<file path="src/rtl/snn_frame_ctrl_if.sv">
// Frame controller bus: UART byte strobe, input-RAM port, SNN core handshake and result.
// master = the frame controller, slave = its environment (UART, RAM, core).
interface snn_frame_ctrl_if #(
   parameter int ADDR_W = 10
);
   logic              rx_rdy;
   logic [7:0]        rx_data;
   logic              err_clr;
   logic [ADDR_W-1:0] ram_addr;
   logic              ram_data;
   logic              ram_we;
   logic [ADDR_W-1:0] core_addr;
   logic              core_start;
   logic              core_done;
   logic [3:0]        core_digit;
   logic [3:0]        digit;
   logic              digit_vld;
   logic              busy;
   logic              err;

   modport master (
      input  rx_rdy, rx_data, err_clr, core_addr, core_done, core_digit,
      output ram_addr, ram_data, ram_we, core_start, digit, digit_vld, busy, err
   );

   modport slave (
      output rx_rdy, rx_data, err_clr, core_addr, core_done, core_digit,
      input  ram_addr, ram_data, ram_we, core_start, digit, digit_vld, busy, err
   );
endinterface

</file>
<file path="src/rtl/snn_frame_ctrl.sv">
// snn_frame_ctrl: unpacks UART bytes LSB-first into 1-bit image RAM writes, starts the SNN core, latches its digit.
// Optional SNN_FRAME_RESYNC_EN: a partial frame is discarded (err set) after GAP_CYC idle cycles without a byte.
module snn_frame_ctrl #(
   parameter int NUM_BITS = 784,
   parameter int ADDR_W   = 10,
   parameter int GAP_CYC  = 50000
) (
   input  logic             clk,
   input  logic             rst_n,
   snn_frame_ctrl_if.master bus
);
   localparam int NUM_BYTES = NUM_BITS / 8;
   localparam int BC_W      = (NUM_BYTES > 1) ? $clog2(NUM_BYTES) : 1;

   typedef enum logic [1:0] {IDLE, UNPACK, START, RUN} state_e;

   state_e            state_q, state_d;
   logic [BC_W-1:0]   byte_cnt_q, byte_cnt_d;
   logic [2:0]        bit_cnt_q, bit_cnt_d;
   logic [7:0]        byte_q, byte_d;
   logic [ADDR_W-1:0] ld_addr_q, ld_addr_d;
   logic              ram_we_q, ram_we_d;
   logic              ram_data_q, ram_data_d;
   logic              start_q, start_d;
   logic [3:0]        digit_q, digit_d;
   logic              vld_q, vld_d;
   logic              err_q, err_d;
   logic              overrun, last_bit, last_byte, gap_hit;

   assign overrun   = (state_q != IDLE) && bus.rx_rdy;
   assign last_bit  = (bit_cnt_q == 3'd7);
   assign last_byte = (byte_cnt_q == BC_W'(NUM_BYTES - 1));

`ifdef SNN_FRAME_RESYNC_EN
   localparam int GAP_W = $clog2(GAP_CYC + 1);
   logic [GAP_W-1:0] gap_q;

   // Counts idle cycles inside a partially received frame; held while unpacking.
   assign gap_hit = (state_q == IDLE) && !bus.rx_rdy && (byte_cnt_q != '0)
                    && (gap_q == GAP_W'(GAP_CYC - 1));

   always_ff @(posedge clk or negedge rst_n) begin
      if (!rst_n) begin
         gap_q <= '0;
      end else if ((state_q == IDLE) && bus.rx_rdy) begin
         gap_q <= '0;
      end else if (gap_hit) begin
         gap_q <= '0;
      end else if ((state_q == IDLE) && (byte_cnt_q != '0)) begin
         gap_q <= gap_q + 1'b1;
      end
   end
`else
   localparam int unused_gap_cyc = GAP_CYC;
   assign gap_hit = 1'b0;
`endif

   always_ff @(posedge clk or negedge rst_n) begin
      if (!rst_n) begin
         state_q <= IDLE;
      end else begin
         state_q <= state_d;
      end
   end

   always_comb begin
      state_d = state_q;
      unique case (state_q)
         IDLE:    if (bus.rx_rdy) state_d = UNPACK;
         UNPACK:  if (last_bit) state_d = last_byte ? START : IDLE;
         START:   state_d = RUN;
         RUN:     if (bus.core_done) state_d = IDLE;
         default: state_d = IDLE;
      endcase
   end

   always_comb begin
      byte_cnt_d = byte_cnt_q;
      bit_cnt_d  = bit_cnt_q;
      byte_d     = byte_q;
      ld_addr_d  = ld_addr_q;
      ram_we_d   = 1'b0;
      ram_data_d = 1'b0;
      start_d    = 1'b0;
      digit_d    = digit_q;
      vld_d      = vld_q;
      err_d      = err_q;
      // A fresh overrun wins over a same-cycle clear.
      if (bus.err_clr) err_d = 1'b0;
      if (overrun || gap_hit) err_d = 1'b1;
      if (gap_hit) byte_cnt_d = '0;
      unique case (state_q)
         IDLE: begin
            if (bus.rx_rdy) begin
               byte_d     = bus.rx_data;
               bit_cnt_d  = 3'd0;
               ld_addr_d  = ADDR_W'({byte_cnt_q, 3'b000});
               ram_we_d   = 1'b1;
               ram_data_d = bus.rx_data[0];
               vld_d      = 1'b0;
            end
         end
         UNPACK: begin
            if (last_bit) begin
               bit_cnt_d  = 3'd0;
               ld_addr_d  = '0;
               byte_cnt_d = last_byte ? '0 : byte_cnt_q + 1'b1;
               start_d    = last_byte;
            end else begin
               bit_cnt_d  = bit_cnt_q + 3'd1;
               ld_addr_d  = ld_addr_q + 1'b1;
               ram_we_d   = 1'b1;
               ram_data_d = byte_q[bit_cnt_q + 3'd1];
            end
         end
         RUN: begin
            if (bus.core_done) begin
               digit_d = bus.core_digit;
               vld_d   = 1'b1;
            end
         end
         default: ;
      endcase
   end

   always_ff @(posedge clk or negedge rst_n) begin
      if (!rst_n) begin
         byte_cnt_q <= '0;
         bit_cnt_q  <= '0;
         byte_q     <= '0;
         ld_addr_q  <= '0;
         ram_we_q   <= 1'b0;
         ram_data_q <= 1'b0;
         start_q    <= 1'b0;
         digit_q    <= '0;
         vld_q      <= 1'b0;
         err_q      <= 1'b0;
      end else begin
         byte_cnt_q <= byte_cnt_d;
         bit_cnt_q  <= bit_cnt_d;
         byte_q     <= byte_d;
         ld_addr_q  <= ld_addr_d;
         ram_we_q   <= ram_we_d;
         ram_data_q <= ram_data_d;
         start_q    <= start_d;
         digit_q    <= digit_d;
         vld_q      <= vld_d;
         err_q      <= err_d;
      end
   end

   // The core owns the RAM address from START until its done is seen.
   assign bus.ram_addr   = ((state_q == START) || (state_q == RUN)) ? bus.core_addr : ld_addr_q;
   assign bus.ram_we     = ram_we_q;
   assign bus.ram_data   = ram_data_q;
   assign bus.core_start = start_q;
   assign bus.digit      = digit_q;
   assign bus.digit_vld  = vld_q;
   assign bus.err        = err_q;
   assign bus.busy       = (state_q != IDLE);
endmodule

</file>
<file path="src/flat_wrapper.sv">
// flat-port wrapper written by rule: the top's interface ports become plain ports
module snn_frame_ctrl_flat 
#(
   parameter int NUM_BITS = 784,
   parameter int ADDR_W   = 10,
   parameter int GAP_CYC  = 50000
)
  (clk, rst_n, bus_rx_rdy, bus_rx_data, bus_err_clr, bus_core_addr, bus_core_done, bus_core_digit, bus_ram_addr, bus_ram_data, bus_ram_we, bus_core_start, bus_digit, bus_digit_vld, bus_busy, bus_err);
  snn_frame_ctrl_if #(.ADDR_W(ADDR_W)) bus_i ();
  input  logic clk;
  input  logic rst_n;
  input wire logic [$bits(bus_i.rx_rdy)-1:0] bus_rx_rdy;
  input wire logic [$bits(bus_i.rx_data)-1:0] bus_rx_data;
  input wire logic [$bits(bus_i.err_clr)-1:0] bus_err_clr;
  input wire logic [$bits(bus_i.core_addr)-1:0] bus_core_addr;
  input wire logic [$bits(bus_i.core_done)-1:0] bus_core_done;
  input wire logic [$bits(bus_i.core_digit)-1:0] bus_core_digit;
  output wire logic [$bits(bus_i.ram_addr)-1:0] bus_ram_addr;
  output wire logic [$bits(bus_i.ram_data)-1:0] bus_ram_data;
  output wire logic [$bits(bus_i.ram_we)-1:0] bus_ram_we;
  output wire logic [$bits(bus_i.core_start)-1:0] bus_core_start;
  output wire logic [$bits(bus_i.digit)-1:0] bus_digit;
  output wire logic [$bits(bus_i.digit_vld)-1:0] bus_digit_vld;
  output wire logic [$bits(bus_i.busy)-1:0] bus_busy;
  output wire logic [$bits(bus_i.err)-1:0] bus_err;
  assign bus_i.rx_rdy = bus_rx_rdy;
  assign bus_i.rx_data = bus_rx_data;
  assign bus_i.err_clr = bus_err_clr;
  assign bus_i.core_addr = bus_core_addr;
  assign bus_i.core_done = bus_core_done;
  assign bus_i.core_digit = bus_core_digit;
  assign bus_ram_addr = bus_i.ram_addr;
  assign bus_ram_data = bus_i.ram_data;
  assign bus_ram_we = bus_i.ram_we;
  assign bus_core_start = bus_i.core_start;
  assign bus_digit = bus_i.digit;
  assign bus_digit_vld = bus_i.digit_vld;
  assign bus_busy = bus_i.busy;
  assign bus_err = bus_i.err;
  snn_frame_ctrl #(.NUM_BITS(NUM_BITS), .ADDR_W(ADDR_W), .GAP_CYC(GAP_CYC)) u_core (.clk(clk), .rst_n(rst_n), .bus(bus_i));
endmodule
</file>
<file path="config.mk">
export PLATFORM = sky130hd
export DESIGN_NAME = snn_frame_ctrl_flat
export DESIGN_NICKNAME = d
export VERILOG_FILES = /design/src/rtl/snn_frame_ctrl_if.sv /design/src/rtl/snn_frame_ctrl.sv /design/src/flat_wrapper.sv
export SDC_FILE = /design/constraint.sdc
export NUM_CORES = 1
export LEC_CHECK = 0
export ABC_AREA = 0
export BUFFER_PORTS_ARGS = -buffer_cell sky130_fd_sc_hd__clkbuf_2
export CORE_AREA = 2 2 89 91
export DETAILED_ROUTE_END_ITERATION = 12
export DIE_AREA = 0 0 91 93
export PLACE_DENSITY = 0.5
export SLEW_MARGIN = 20
export SYNTH_ARGS = -nofsm -noshare
export SYNTH_HDL_FRONTEND = slang
export SYNTH_SLANG_ARGS = --single-unit
</file>
<file path="constraint.sdc">
create_clock -name clk -period 4.35 [get_ports clk]
set_input_delay 0.435 -clock clk [delete_from_list [all_inputs] [get_ports clk]]
set_output_delay 0.435 -clock clk [all_outputs]
set_load 0.1 [all_outputs]
</file>
==> results of run 1 <==
-- synthesized netlist by cell type, drive strengths merged (2+ instances only) --
master / number
mux2: 21
a22o: 5
nand3: 6
nor2: 11
or3: 3
a22oi: 5
o2bb2ai: 2
nor3: 3
and3: 3
ha: 5
buf: 6
nand2b: 2
clkbuf: 2
or2: 2
o21ai: 14
o21bai: 2
o221ai: 4
nand2: 16
xor2: 2
xnor2: 3
nand4: 2
dfrtp: 39
inv: 8
a21oi: 7
-- area by class of cell --
| class | count | area, µm² | share of cell area, % |
|---|---|---|---|
| Tap cell | 102 | 128 | 5.23 |
| Timing Repair Buffer | 46 | 230 | 9.44 |
| Clock buffer | 6 | 82.6 | 3.38 |
| Inverter | 8 | 30.0 | 1.23 |
| Sequential cell | 39 | 976 | 40.0 |
| Multi-Input combinational cell | 133 | 977 | 40.1 |
| Clock inverter | 2 | 16.3 | 0.667 |
-- critical path, stage by stage (launching register included) --
cell,delay [ns]
dfrtp_1,0.89
mux2_2,0.44
clkbuf_2,0.37
-- state kept, by name, indices dropped and copies added (netlist names), named ones only --
register	count
u_core.bit_cnt_q	3
u_core.bus.ram_we	1
u_core.bus.ram_data	1
u_core.bus.core_start	1
u_core.bus.err	1
u_core.bus.digit	4
u_core.bus.digit_vld	1
u_core.ld_addr_q	10
u_core.byte_q	8
u_core.byte_cnt_q	7
u_core.state_q	1
-- layout by cell type, fill, tap and decap left out, types with 4 or more instances in the layout --
master / synthesis / final
nand2_1: 15 / 15
o21ai_0: 6 / 6
clkbuf_8: 0 / 6
a22o_1: 5 / 5
clkbuf_2: 0 / 45
mux2_2: 15 / 15
ha_1: 5 / 5
mux2_1: 6 / 6
dfrtp_1: 39 / 39
nand3_1: 5 / 5
inv_1: 8 / 8
nor2_1: 9 / 9
o221ai_1: 4 / 4
a22oi_1: 5 / 5
o21ai_1: 8 / 8
a21oi_1: 7 / 7
-- through the flow --
step                      cells  hold slack [ns]  util (%)
after floorplan             188            0.139         -
after global placement      328            0.466      31.1
after detailed placement    328            0.476      31.1
after CTS                   336            0.331      32.4
after global routing        336            0.330      32.4
final                       336            0.260      32.4
-- power by group through the flow --
stage	clock (mW)	combinational [mW]	sequential [mW]
after detailed placement	0	0.937	0.624
after global placement	0	0.930	0.622
after CTS	0.277	0.940	0.616
final	0.265	0.933	0.615
after global routing	0.295	1.01	0.640
after floorplan	0	0.725	0.682
-- worst max path at each step --
stage	startpoint	endpoint	slack [ns]	depth (start not counted)
after floorplan	register	bus_ram_addr[3]	1.04	3
after global placement	register	bus_ram_addr[9]	2.26	2
after detailed placement	register	bus_ram_addr[9]	2.24	2
after CTS	register	bus_ram_addr[9]	1.90	2
after global routing	register	bus_ram_addr[3]	1.77	3
final	register	bus_ram_addr[9]	1.91	2
-- kinds of logic after synthesis --
kind of cell               after synthesis  synth area share [%]
buffers and inverters                   16                  3.88
adders and majority gates                5                  3.08
AOI/OAI and AO/OA                       44                  14.4
DFF                                     39                  48.0
xor gates and xnor gates                 5                  2.16
muxes                                   23                  13.2
and+or+nand+nor                         56                  15.2
-- routing by layer --
layer | global-route usage, % | vias to the layer above | wire length (µm) | share of wire [%]
met3 | 3.22 | 4 | 197 | 4.4
li1 | - | 773 | - | -
met5 | 0 | - | 0 | 0
met2 | 17.1 | 36 | 2050 | 46
met4 | 4.55 | 0 | 72 | 1.6
met1 | 15.4 | 747 | 2150 | 48
==> summary.md, run 1 <==
| Metric | Value |
|---|---|
| Layout cells sized above 1 | 32.9% |
| Num CTS Buffers | 5 |
| Final Cycle Share | 56.1% |
| Number of enable flip-flop cells after synthesis | 0 |
| Vias in the first global route | 1,552 |
| Final antenna-violating net count | 0 |
| DRC | 0 |
| R2r endpoint | u_core.byte_q[7] |
| Starting DRT DRC Count | 93 |
| Clock power frac | 14.6% |
| Clock Tree Buf Depth | 2 |
| CTS tree | built |
| Io pins | 47 |
| Critical path endpoint category | output port |
| Core ar. | 7530 µm² |
| Largest net degree at the start of global routing | 40 |
| Total power | 1.81 mW |
| Final Net Count | 265 |
| Synth unique cells | 46 |
| Status | finished, final reports clean |
| # diodes | 0 |
| DP Area | 2340 µm² |
| Worst Max-Slew Pin Slew | 0.893 ns |
| Drt pass-1 iters | 4 |
| Final min period | 2.44 ns |
| WL/cell | 13.3 µm |
| Final setup viols | 0 |
| CP required | 3.91 ns |
| CTS root buf | clkbuf_8 |
| P&R area growth vs syn | 20.1% |
| Antenna violations before repair | 0 |
| F_max | 410 MHz |
| Net Sw Frac | 50.8% |
| Die area | 8460 µm² |
| GP Congestion | 0.747 |
| Vias | 1,560 |
| Mean Syn Cell Area | 10.8 µm² |
| Warnings from Yosys | 0 |
| Reg clk slew, reported paths | 0.08 ns |
| Post-cts sizing count | 0 |
| Startpoint types | register |
| Clk sinks | 39 |
| Total gr overflow | 0 |
| Final worst setup slack | 1.91 ns |
| NetSw | 0.921 mW |
| Synth Register Bits | 39 |
| Final wirelength | 4.47 mm |
| # H-tree levels | 2 |
| Postcts setup bufs | 0 |
| CP Max Fanout | 24 |
| Pint | 0.892 mW |
| Hold crit path type | input port to async pin |
| Clock Latency Late Sink | 0.29 ns |
| Synthesized net count | 220 |
| Post-Syn Area | 2030 µm² |
| Fin. Hold Viols | 0 |
| Initial Utilization | 27.0% |
| Row Count | 32 |
| Top cell type by total area after synthesis | dfrtp_1 |
| Arrival time at the worst endpoint | 2.00 ns |
| Yosys top cell area share | 48.0% |
| R2r setup slk | 2.29 ns |
| Power Density | 743 nW/µm² |
| Crit path kind | register to output port |
| Hpwl dp | 3.18 mm |
| Pre-CTS setup slack | 2.24 ns |
| Leak | 1.08 nW |
| Combinational share of power | 51.5% |
| All-Layer GR Usage | 11.4% |
| Final instance area | 2440 µm² |
| Fillers | 811 |
| Final Skew | 0.00575 ns |
| Top FF cell, synth | dfrtp_1 |
| RSZ-0062 raised after global routing | no |
| Headroom to the max-slew limit | 40.5% |
| Register area share after synthesis | 48.0% |
| R2R cell count | 3 |
| Pins Over Slew Limit | 0 |
| Chip height | 93 µm |
| Synth Instances | 188 |
| Max cap viols | 0 |
| Die W | 91 µm |
| Share of power burned in registers | 33.9% |
| Routed vias/inst | 4.64 |
| Max IR drop VDD | 0.187 mV |
| Hold-fix buffers, CTS | 0 |
| Global-route wire length before repair | 7.62 mm |
| Top area cells in the synthesized netlist | dfrtp_1, mux2_2, mux2_1 |
| Setup TNS Final | 0 ns |
| Asr flop ratio synth | 100% |
| Buffers added on ports | 46 |
No activity file was read; power rests on OpenSTA's default activity.
==> run 2, diff against run 1 <==
--- a/config.mk
+++ b/config.mk
@@ -10,7 +10,7 @@
 export CORE_AREA = 2 2 89 91
 export DETAILED_ROUTE_END_ITERATION = 12
 export DIE_AREA = 0 0 91 93
-export PLACE_DENSITY = 0.5
+export PLACE_DENSITY = 0.52
 export SLEW_MARGIN = 20
 export SYNTH_ARGS = -nofsm -noshare
 export SYNTH_HDL_FRONTEND = slang
==> constraint.sdc (replaced) <==
create_clock -name clk -period 2.2 [get_ports clk]
set_input_delay 0.22 -clock clk [delete_from_list [all_inputs] [get_ports clk]]
set_output_delay 0.22 -clock clk [all_outputs]
set_load 0.1 [all_outputs]
==> run 2 against run 1 <==
Against the previous run:
- cell count rose by 2.7%
- worst hold slack got worse by 0.12 ns
- first-iteration DRC count fell by 31%
- worst setup slack got worse by 1.6 ns
- clock power rose by 78%
- via count rose by 1.0%
- critical path depth rose by 4
- cell area rose by 3.1%
- wire length rose by 1.3%
- core utilization rose by 1.0 points
- sequential cell count did not move
- clock skew fell by 0.00092 ns
==> summary.md, run 2 (synthesis gave the netlist of run 1 again) <==
| Metric | Value |
|---|---|
| Arrival time at the worst endpoint | 2.11 ns (was 2.00 ns) |
| Max IR drop VDD | 0.473 mV (was 0.187 mV) |
| Final setup viols | 0 (unchanged) |
| Num CTS Buffers | 5 (unchanged) |
| Share of power burned in registers | 33.2% (was 33.9%) |
| DRC | 0 (unchanged) |
| Setup TNS Final | 0 ns (unchanged) |
| Total gr overflow | 0 (unchanged) |
| Pins Over Slew Limit | 0 (unchanged) |
| Hpwl dp | 3.43 mm (was 3.18 mm) |
| Final wirelength | 4.52 mm (was 4.47 mm) |
| Biggest register | u_core.ld_addr_q (unchanged) |
| Buffers added on ports | 46 (unchanged) |
| Combinational share of power | 53.8% (was 51.5%) |
| DP Area | 2420 µm² (was 2340 µm²) |
| CP cell instances | ha_1 > ha_1 > or3b_4 > nor4_2 > a21oi_1 > o2bb2ai_1 (was mux2_2 > clkbuf_2) |
| Die W | 91 µm (unchanged) |
| Crit path kind | register to register (was register to output port) |
| Pint | 1.79 mW (was 0.892 mW) |
| Final Net Count | 274 (was 265) |
| Row Count | 32 (unchanged) |
| Leak | 1.14 nW (was 1.08 nW) |
| Crit path largest cell delay | 0.50 ns (was 0.89 ns) |
| Fin. Hold Viols | 0 (unchanged) |
| Max reg flops | 10 (unchanged) |
| CP required | 2.42 ns (was 3.91 ns) |
| Cell family with most CP delay | simple AND/OR/NAND/NOR gates (was flip-flops) |
| CTS root buf | clkbuf_8 (unchanged) |
| R2r setup slk | 0.30 ns (was 2.29 ns) |
| Net Sw Frac | 50.5% (was 50.8%) |
| Final instance area | 2520 µm² (was 2440 µm²) |
| Worst Max-Slew Pin Slew | 0.834 ns (was 0.893 ns) |
| Chip height | 93 µm (unchanged) |
| GP Congestion | 0.749 (was 0.747) |
| Clock power frac | 13.0% (was 14.6%) |
| Reg clk slew, reported paths | 0.08 ns (about the same) |
| Antenna violations before repair | 0 (unchanged) |
| WP buf/inv | 0 (was 1) |
| Initial Utilization | 27.0% (unchanged) |
| Clock Latency Late Sink | 0.29 ns (about the same) |
| Final Skew | 0.00484 ns (was 0.00575 ns) |
| Post-cts sizing count | 0 (unchanged) |
| Starting DRT DRC Count | 64 (was 93) |
| Power Density | 1440 nW/µm² (was 743 nW/µm²) |
| Io pins | 47 (unchanged) |
| F_max | 528 MHz |
| Routed vias/inst | 4.57 (was 4.64) |
| P&R area growth vs syn | 23.8% (was 20.1%) |
| # H-tree levels | 2 (unchanged) |
| Vias | 1,576 (was 1,560) |
| RSZ-0062 raised after global routing | no (unchanged) |
| Global-route wire length before repair | 7.65 mm (was 7.62 mm) |
| Largest net degree at the start of global routing | 18 (was 40) |
| Drt pass-1 iters | 4 (unchanged) |
| Clock Tree Buf Depth | 2 (unchanged) |
| Core ar. | 7530 µm² (unchanged) |
| Vias in the first global route | 1,527 (was 1,552) |
| Worst path slowest cell | or3b_4 (was dfrtp_1) |
| Final worst setup slack | 0.305 ns (was 1.91 ns) |
| Commonest non-fill, non-tap cell in the layout | clkbuf_2 (unchanged) |
| Clk sinks | 39 (unchanged) |
| # diodes | 0 (unchanged) |
| CTS tree | built (unchanged) |
| Status | finished, final reports clean (unchanged) |
| Die area | 8460 µm² (unchanged) |
| Max cap viols | 0 (unchanged) |
| Most used cell, CP | ha_1 |
| Final min period | 1.90 ns |
| CP Max Fanout | 13 (was 24) |
| Largest regs | u_core.ld_addr_q (10), u_core.byte_q (8), u_core.byte_cnt_q (7) (unchanged) |
| Pre-CTS setup slack | 0.329 ns (was 2.24 ns) |
| Hold crit path type | input port to register (was input port to async pin) |
| WL/cell | 13.1 µm (was 13.3 µm) |
| Headroom to the max-slew limit | 44.3% (was 40.5%) |
| Most frequent cells in the layout | clkbuf_2, dfrtp_1, mux2_2, nand2_1 (was clkbuf_2, dfrtp_1, mux2_2, nand2_1, nor2_1) |
| Startpoint types | register (unchanged) |
| Final Cycle Share | 86.2% |
| Final antenna-violating net count | 0 (unchanged) |
| Layout cells sized above 1 | 35.4% (was 32.9%) |
| Critical path endpoint category | register (was output port) |
| NetSw | 1.83 mW (was 0.921 mW) |
| Fillers | 817 (was 811) |
| All-Layer GR Usage | 11.4% (about the same) |
run 2: through the flow:
| stage | hold slack, ns | util [%] | cells | power [mW] |
|---|---|---|---|---|
| 5_1_grt | 0.125 | 33.4 | 345 | 3.86 |
| 3_5_place_dp | 0.145 | 32.2 | 336 | 3.17 |
| 2_1_floorplan | -0.0756 | - | 188 | 2.79 |
| 4_1_cts | 0.130 | 33.4 | 345 | 3.66 |
| 3_3_place_gp | 0.151 | 32.2 | 336 | 3.15 |
| 6_report | 0.137 | 33.4 | 345 | 3.62 |
run 2: what timing repair did:
action | CTS | global route
hold buffers | 1 | 0
hold endpoints to repair | 12 | 0
setup buffers | 0 | 0
run 2: final timing paths:
check                                    start                   to  cells past startpoint
max in group asynchronous                rst_n  u_core.ld_addr_q[4]                      3
min                             bus_rx_data[3]     u_core.byte_q[3]                      2
max                        u_core.bit_cnt_q[0]  u_core.ld_addr_q[5]                      6
min in group asynchronous                rst_n  u_core.bus.digit[2]                      2
min reg2reg                   u_core.byte_q[4]     u_core.byte_q[4]                      1
max reg2reg                u_core.bit_cnt_q[0]  u_core.ld_addr_q[5]                      6
run 2: layer usage:
metal  share of wire (%)  global-route usage (%)  up-vias  wire (µm)
met3                 3.1                    2.98        4        138
met2                  47                    18.0       29       2140
li1                    -                       -      783          -
met1                  48                    15.1      760       2180
met4                 1.3                    4.17        0         57
met5                   0                       0        -          0
run 2: cell type report:
cell class	instances	area (µm²)	area share, %
Clock inverter	3	15.0	0.597
Timing Repair Buffer	55	318	12.6
Sequential cell	39	976	38.8
Clock buffer	5	68.8	2.73
Multi-Input combinational cell	133	981	39.0
Inverter	8	30.0	1.19
Tap cell	102	128	5.07
run 2: power groups by stage:
| stage | clock network (mW) | logic [mW] | registers (mW) |
|---|---|---|---|
| floorplan | 0 | 1.44 | 1.35 |
| global placement | 0 | 1.94 | 1.21 |
| detailed placement | 0 | 1.95 | 1.22 |
| CTS | 0.492 | 1.96 | 1.20 |
| global route | 0.524 | 2.09 | 1.24 |
| finish | 0.472 | 1.95 | 1.20 |
run 2: worst register-to-register path, delay by kind of cell, from the launching register on:
kind            cells  cell delay [ns]
simple gates        2             0.78
fa+ha+maj           2             0.47
flops               1             0.38
compound gates      2             0.19
==> run 3, diff against run 2 <==
--- a/config.mk
+++ b/config.mk
@@ -10,7 +10,8 @@
 export CORE_AREA = 2 2 89 91
 export DETAILED_ROUTE_END_ITERATION = 12
 export DIE_AREA = 0 0 91 93
-export PLACE_DENSITY = 0.52
+export PLACE_DENSITY = 0.5
+export REMOVE_ABC_BUFFERS = 1
 export SLEW_MARGIN = 20
 export SYNTH_ARGS = -nofsm -noshare
 export SYNTH_HDL_FRONTEND = slang
==> constraint.sdc (replaced) <==
create_clock -name clk -period 2.25 [get_ports clk]
set_input_delay 0.225 -clock clk [delete_from_list [all_inputs] [get_ports clk]]
set_output_delay 0.225 -clock clk [all_outputs]
set_load 0.1 [all_outputs]
==> run 3 against run 2 <==
Against the previous run:
- worst setup slack better by 0.031 ns
- cell area is 0.25% lower
- count of clock-buffer cells in the layout is 2 higher
- core utilization is 0.083 points lower
- largest cell class unchanged
- sequential share of layout area is 0.097 points higher
- clock skew is 0.0045 ns higher
- die area stayed put
- total power is 1.3% lower
- critical path type is now register to output port
- register-to-register slack better by 0.07 ns
==> summary.md, run 3 (synthesis gave the netlist of run 1 again) <==
| Metric | Value |
|---|---|
| Worst Max-Slew Pin Slew | 0.844 ns (was 0.834 ns) |
| Final setup viols | 0 (unchanged) |
| Total gr overflow | 0 (unchanged) |
| Fillers | 811 (was 817) |
| Commonest non-fill, non-tap cell in the layout | clkbuf_2 (unchanged) |
| Worst r2r src | u_core.bit_cnt_q[0] (unchanged) |
| Max reg flops | 10 (unchanged) |
| Final Net Count | 273 (was 274) |
| Total power | 3.57 mW (was 3.62 mW) |
| Largest regs | u_core.ld_addr_q (10), u_core.byte_q (8), u_core.byte_cnt_q (7) (unchanged) |
| Antenna violations before repair | 0 (unchanged) |
| Final Skew | 0.00930 ns (was 0.00484 ns) |
| Final core utilization | 33.3% (was 33.4%) |
| P&R area growth vs syn | 23.5% (was 23.8%) |
| Worst path slowest cell | dfrtp_1 (was or3b_4) |
| R2R cell count | 6 (unchanged) |
| Largest net degree at the start of global routing | 17 (was 18) |
| CTS tree | built (unchanged) |
| All-Layer GR Usage | 11.5% (was 11.4%) |
| Clock Latency Late Sink | 0.30 ns (was 0.29 ns) |
| Drt pass-1 iters | 4 (unchanged) |
| Core ar. | 7530 µm² (unchanged) |
| # H-tree levels | 2 (unchanged) |
| Pins Over Slew Limit | 0 (unchanged) |
| Vias in the first global route | 1,550 (was 1,527) |
| Max IR drop VDD | 0.548 mV (was 0.473 mV) |
| Vias | 1,562 (was 1,576) |
| R2r endpoint | u_core.ld_addr_q[5] (unchanged) |
| Num CTS Buffers | 5 (unchanged) |
| Headroom to the max-slew limit | 43.6% (was 44.3%) |
| Worst setup path endpoint | bus_ram_addr[1] (was u_core.ld_addr_q[5]) |
| DRC | 0 (unchanged) |
| Hpwl dp | 3.36 mm (was 3.43 mm) |
| Clock Tree Buf Depth | 2 (unchanged) |
| Most frequent cells in the layout | clkbuf_2, dfrtp_1, mux2_2, nand2_1, nor2_1 (was clkbuf_2, dfrtp_1, mux2_2, nand2_1) |
| Power Density | 1420 nW/µm² (was 1440 nW/µm²) |
| Final Cycle Share | 85.1% |
| RSZ-0062 raised after global routing | no (unchanged) |
| # diodes | 0 (unchanged) |
| Chip height | 93 µm (unchanged) |
| Hold crit path type | input port to register (unchanged) |
| Crit path kind | register to output port (was register to register) |
| Row Count | 32 (unchanged) |
| Io pins | 47 (unchanged) |
| Crit path largest cell delay | 0.46 ns (was 0.50 ns) |
| Critical path endpoint category | output port (was register) |
| CP cell instances | buf_4 > mux2_2 > clkbuf_2 (was ha_1 > ha_1 > or3b_4 > nor4_2 > a21oi_1 > o2bb2ai_1) |
| Initial Utilization | 27.0% (unchanged) |
| Global-route wire length before repair | 7.75 mm (was 7.65 mm) |
| Max cap viols | 0 (unchanged) |
| Final min period | 1.91 ns |
| Status | finished, final reports clean (unchanged) |
| CP Max Fanout | 10 (was 13) |
| Arrival time at the worst endpoint | 1.69 ns (was 2.11 ns) |
| Biggest register | u_core.ld_addr_q (unchanged) |
| CP required | 2.03 ns (was 2.42 ns) |
| F_max | 522 MHz |
| Final wirelength | 4.47 mm (was 4.52 mm) |
| Die area | 8460 µm² (unchanged) |
| Layout cells sized above 1 | 34.7% (was 35.4%) |
| Clk sinks | 39 (unchanged) |
| Final antenna-violating net count | 0 (unchanged) |
| Fin. Hold Viols | 0 (unchanged) |
| Reg clk slew, reported paths | 0.08 ns (about the same) |
| Leak | 1.13 nW (was 1.14 nW) |
| WL/cell | 13.0 µm (was 13.1 µm) |
| Routed vias/inst | 4.54 (was 4.57) |
| R2r setup slk | 0.37 ns (was 0.30 ns) |
| Startpoint types | register (unchanged) |
| Die W | 91 µm (unchanged) |
| GP Congestion | 0.748 (was 0.749) |
| Buffers added on ports | 46 (unchanged) |
| CTS root buf | clkbuf_8 (unchanged) |
| Starting DRT DRC Count | 77 (was 64) |
## run 3: cell count changes in the layout (fill, tap and decap cells not counted)
cell | before | now
buf_12 | 1 | 0
buf_4 | 9 | 8
clkbuf_2 | 44 | 45
clkbuf_8 | 5 | 7
clkinv_2 | 3 | 0
clkinvlp_4 | 0 | 1
o21ai_0 | 5 | 6
o21ai_2 | 1 | 0
## run 3: critical path: cells and delay by family, from the launching register on
kind | cells | cell delay, ns
muxes | 1 | 0.34
buffers and inverters | 2 | 0.59
DFF | 1 | 0.46
## run 3: what timing repair did
item | CTS | global route
endpoints found under the hold margin | 8 | 0
hold buffers | 1 | 0
buffers inserted | 0 | 0
resized for setup | 0 | 0
## run 3: area by class of cell
class / instances / area [µm²] / area share, %
clock buffers: 7 / 96.3 / 3.84
clock inverters: 1 / 7.51 / 0.299
inverters: 8 / 30.0 / 1.20
multi-input cells: 133 / 977 / 38.9
flip-flops and latches: 39 / 976 / 38.9
well taps: 102 / 128 / 5.08
repair buffers: 54 / 295 / 11.8
## run 3: metrics by stage
| step | setup TNS [ns] | area (µm²) | std cells | hold slack [ns] | setup slack, ns |
|---|---|---|---|---|---|
| 2_1_floorplan | -0.796 | 1980 | 180 | -0.0706 | -0.753 |
| 3_3_place_gp | 0 | 2400 | 335 | 0.104 | 0.429 |
| 3_5_place_dp | 0 | 2400 | 335 | 0.110 | 0.392 |
| 4_1_cts | 0 | 2510 | 344 | 0.143 | 0.317 |
| 5_1_grt | 0 | 2510 | 344 | 0.136 | 0.242 |
| 6_report | 0 | 2510 | 344 | 0.142 | 0.335 |
## run 3: worst min-delay path by stage
stage,from,to,slack [ns],cells past startpoint
3_3_place_gp,rst_n,u_core.bus.digit_vld,0.10,1
6_report,bus_rx_data[5],u_core.byte_q[5],0.14,2
5_1_grt,bus_rx_data[6],u_core.byte_q[6],0.14,2
4_1_cts,bus_rx_data[5],u_core.byte_q[5],0.14,2
2_1_floorplan,rst_n,async pin,-0.07,0
3_5_place_dp,rst_n,u_core.bus.digit[0],0.11,1
## run 3: layer usage
layer  global-route usage, %  wire (µm)  share of wire [%]
met1                    15.6       2240                 50
met2                    18.1       1980                 44
met3                    2.34        169                3.8
met4                    4.55         78                1.7
met5                       0          0                  0
## run 3: power by group
group | switching [mW] | total, mW | internal (mW)
clock network | 0.259 | 0.538 | 0.279
logic | 1.30 | 1.87 | 0.571
registers | 0.230 | 1.17 | 0.940
total | 1.78 | 3.57 | 1.79
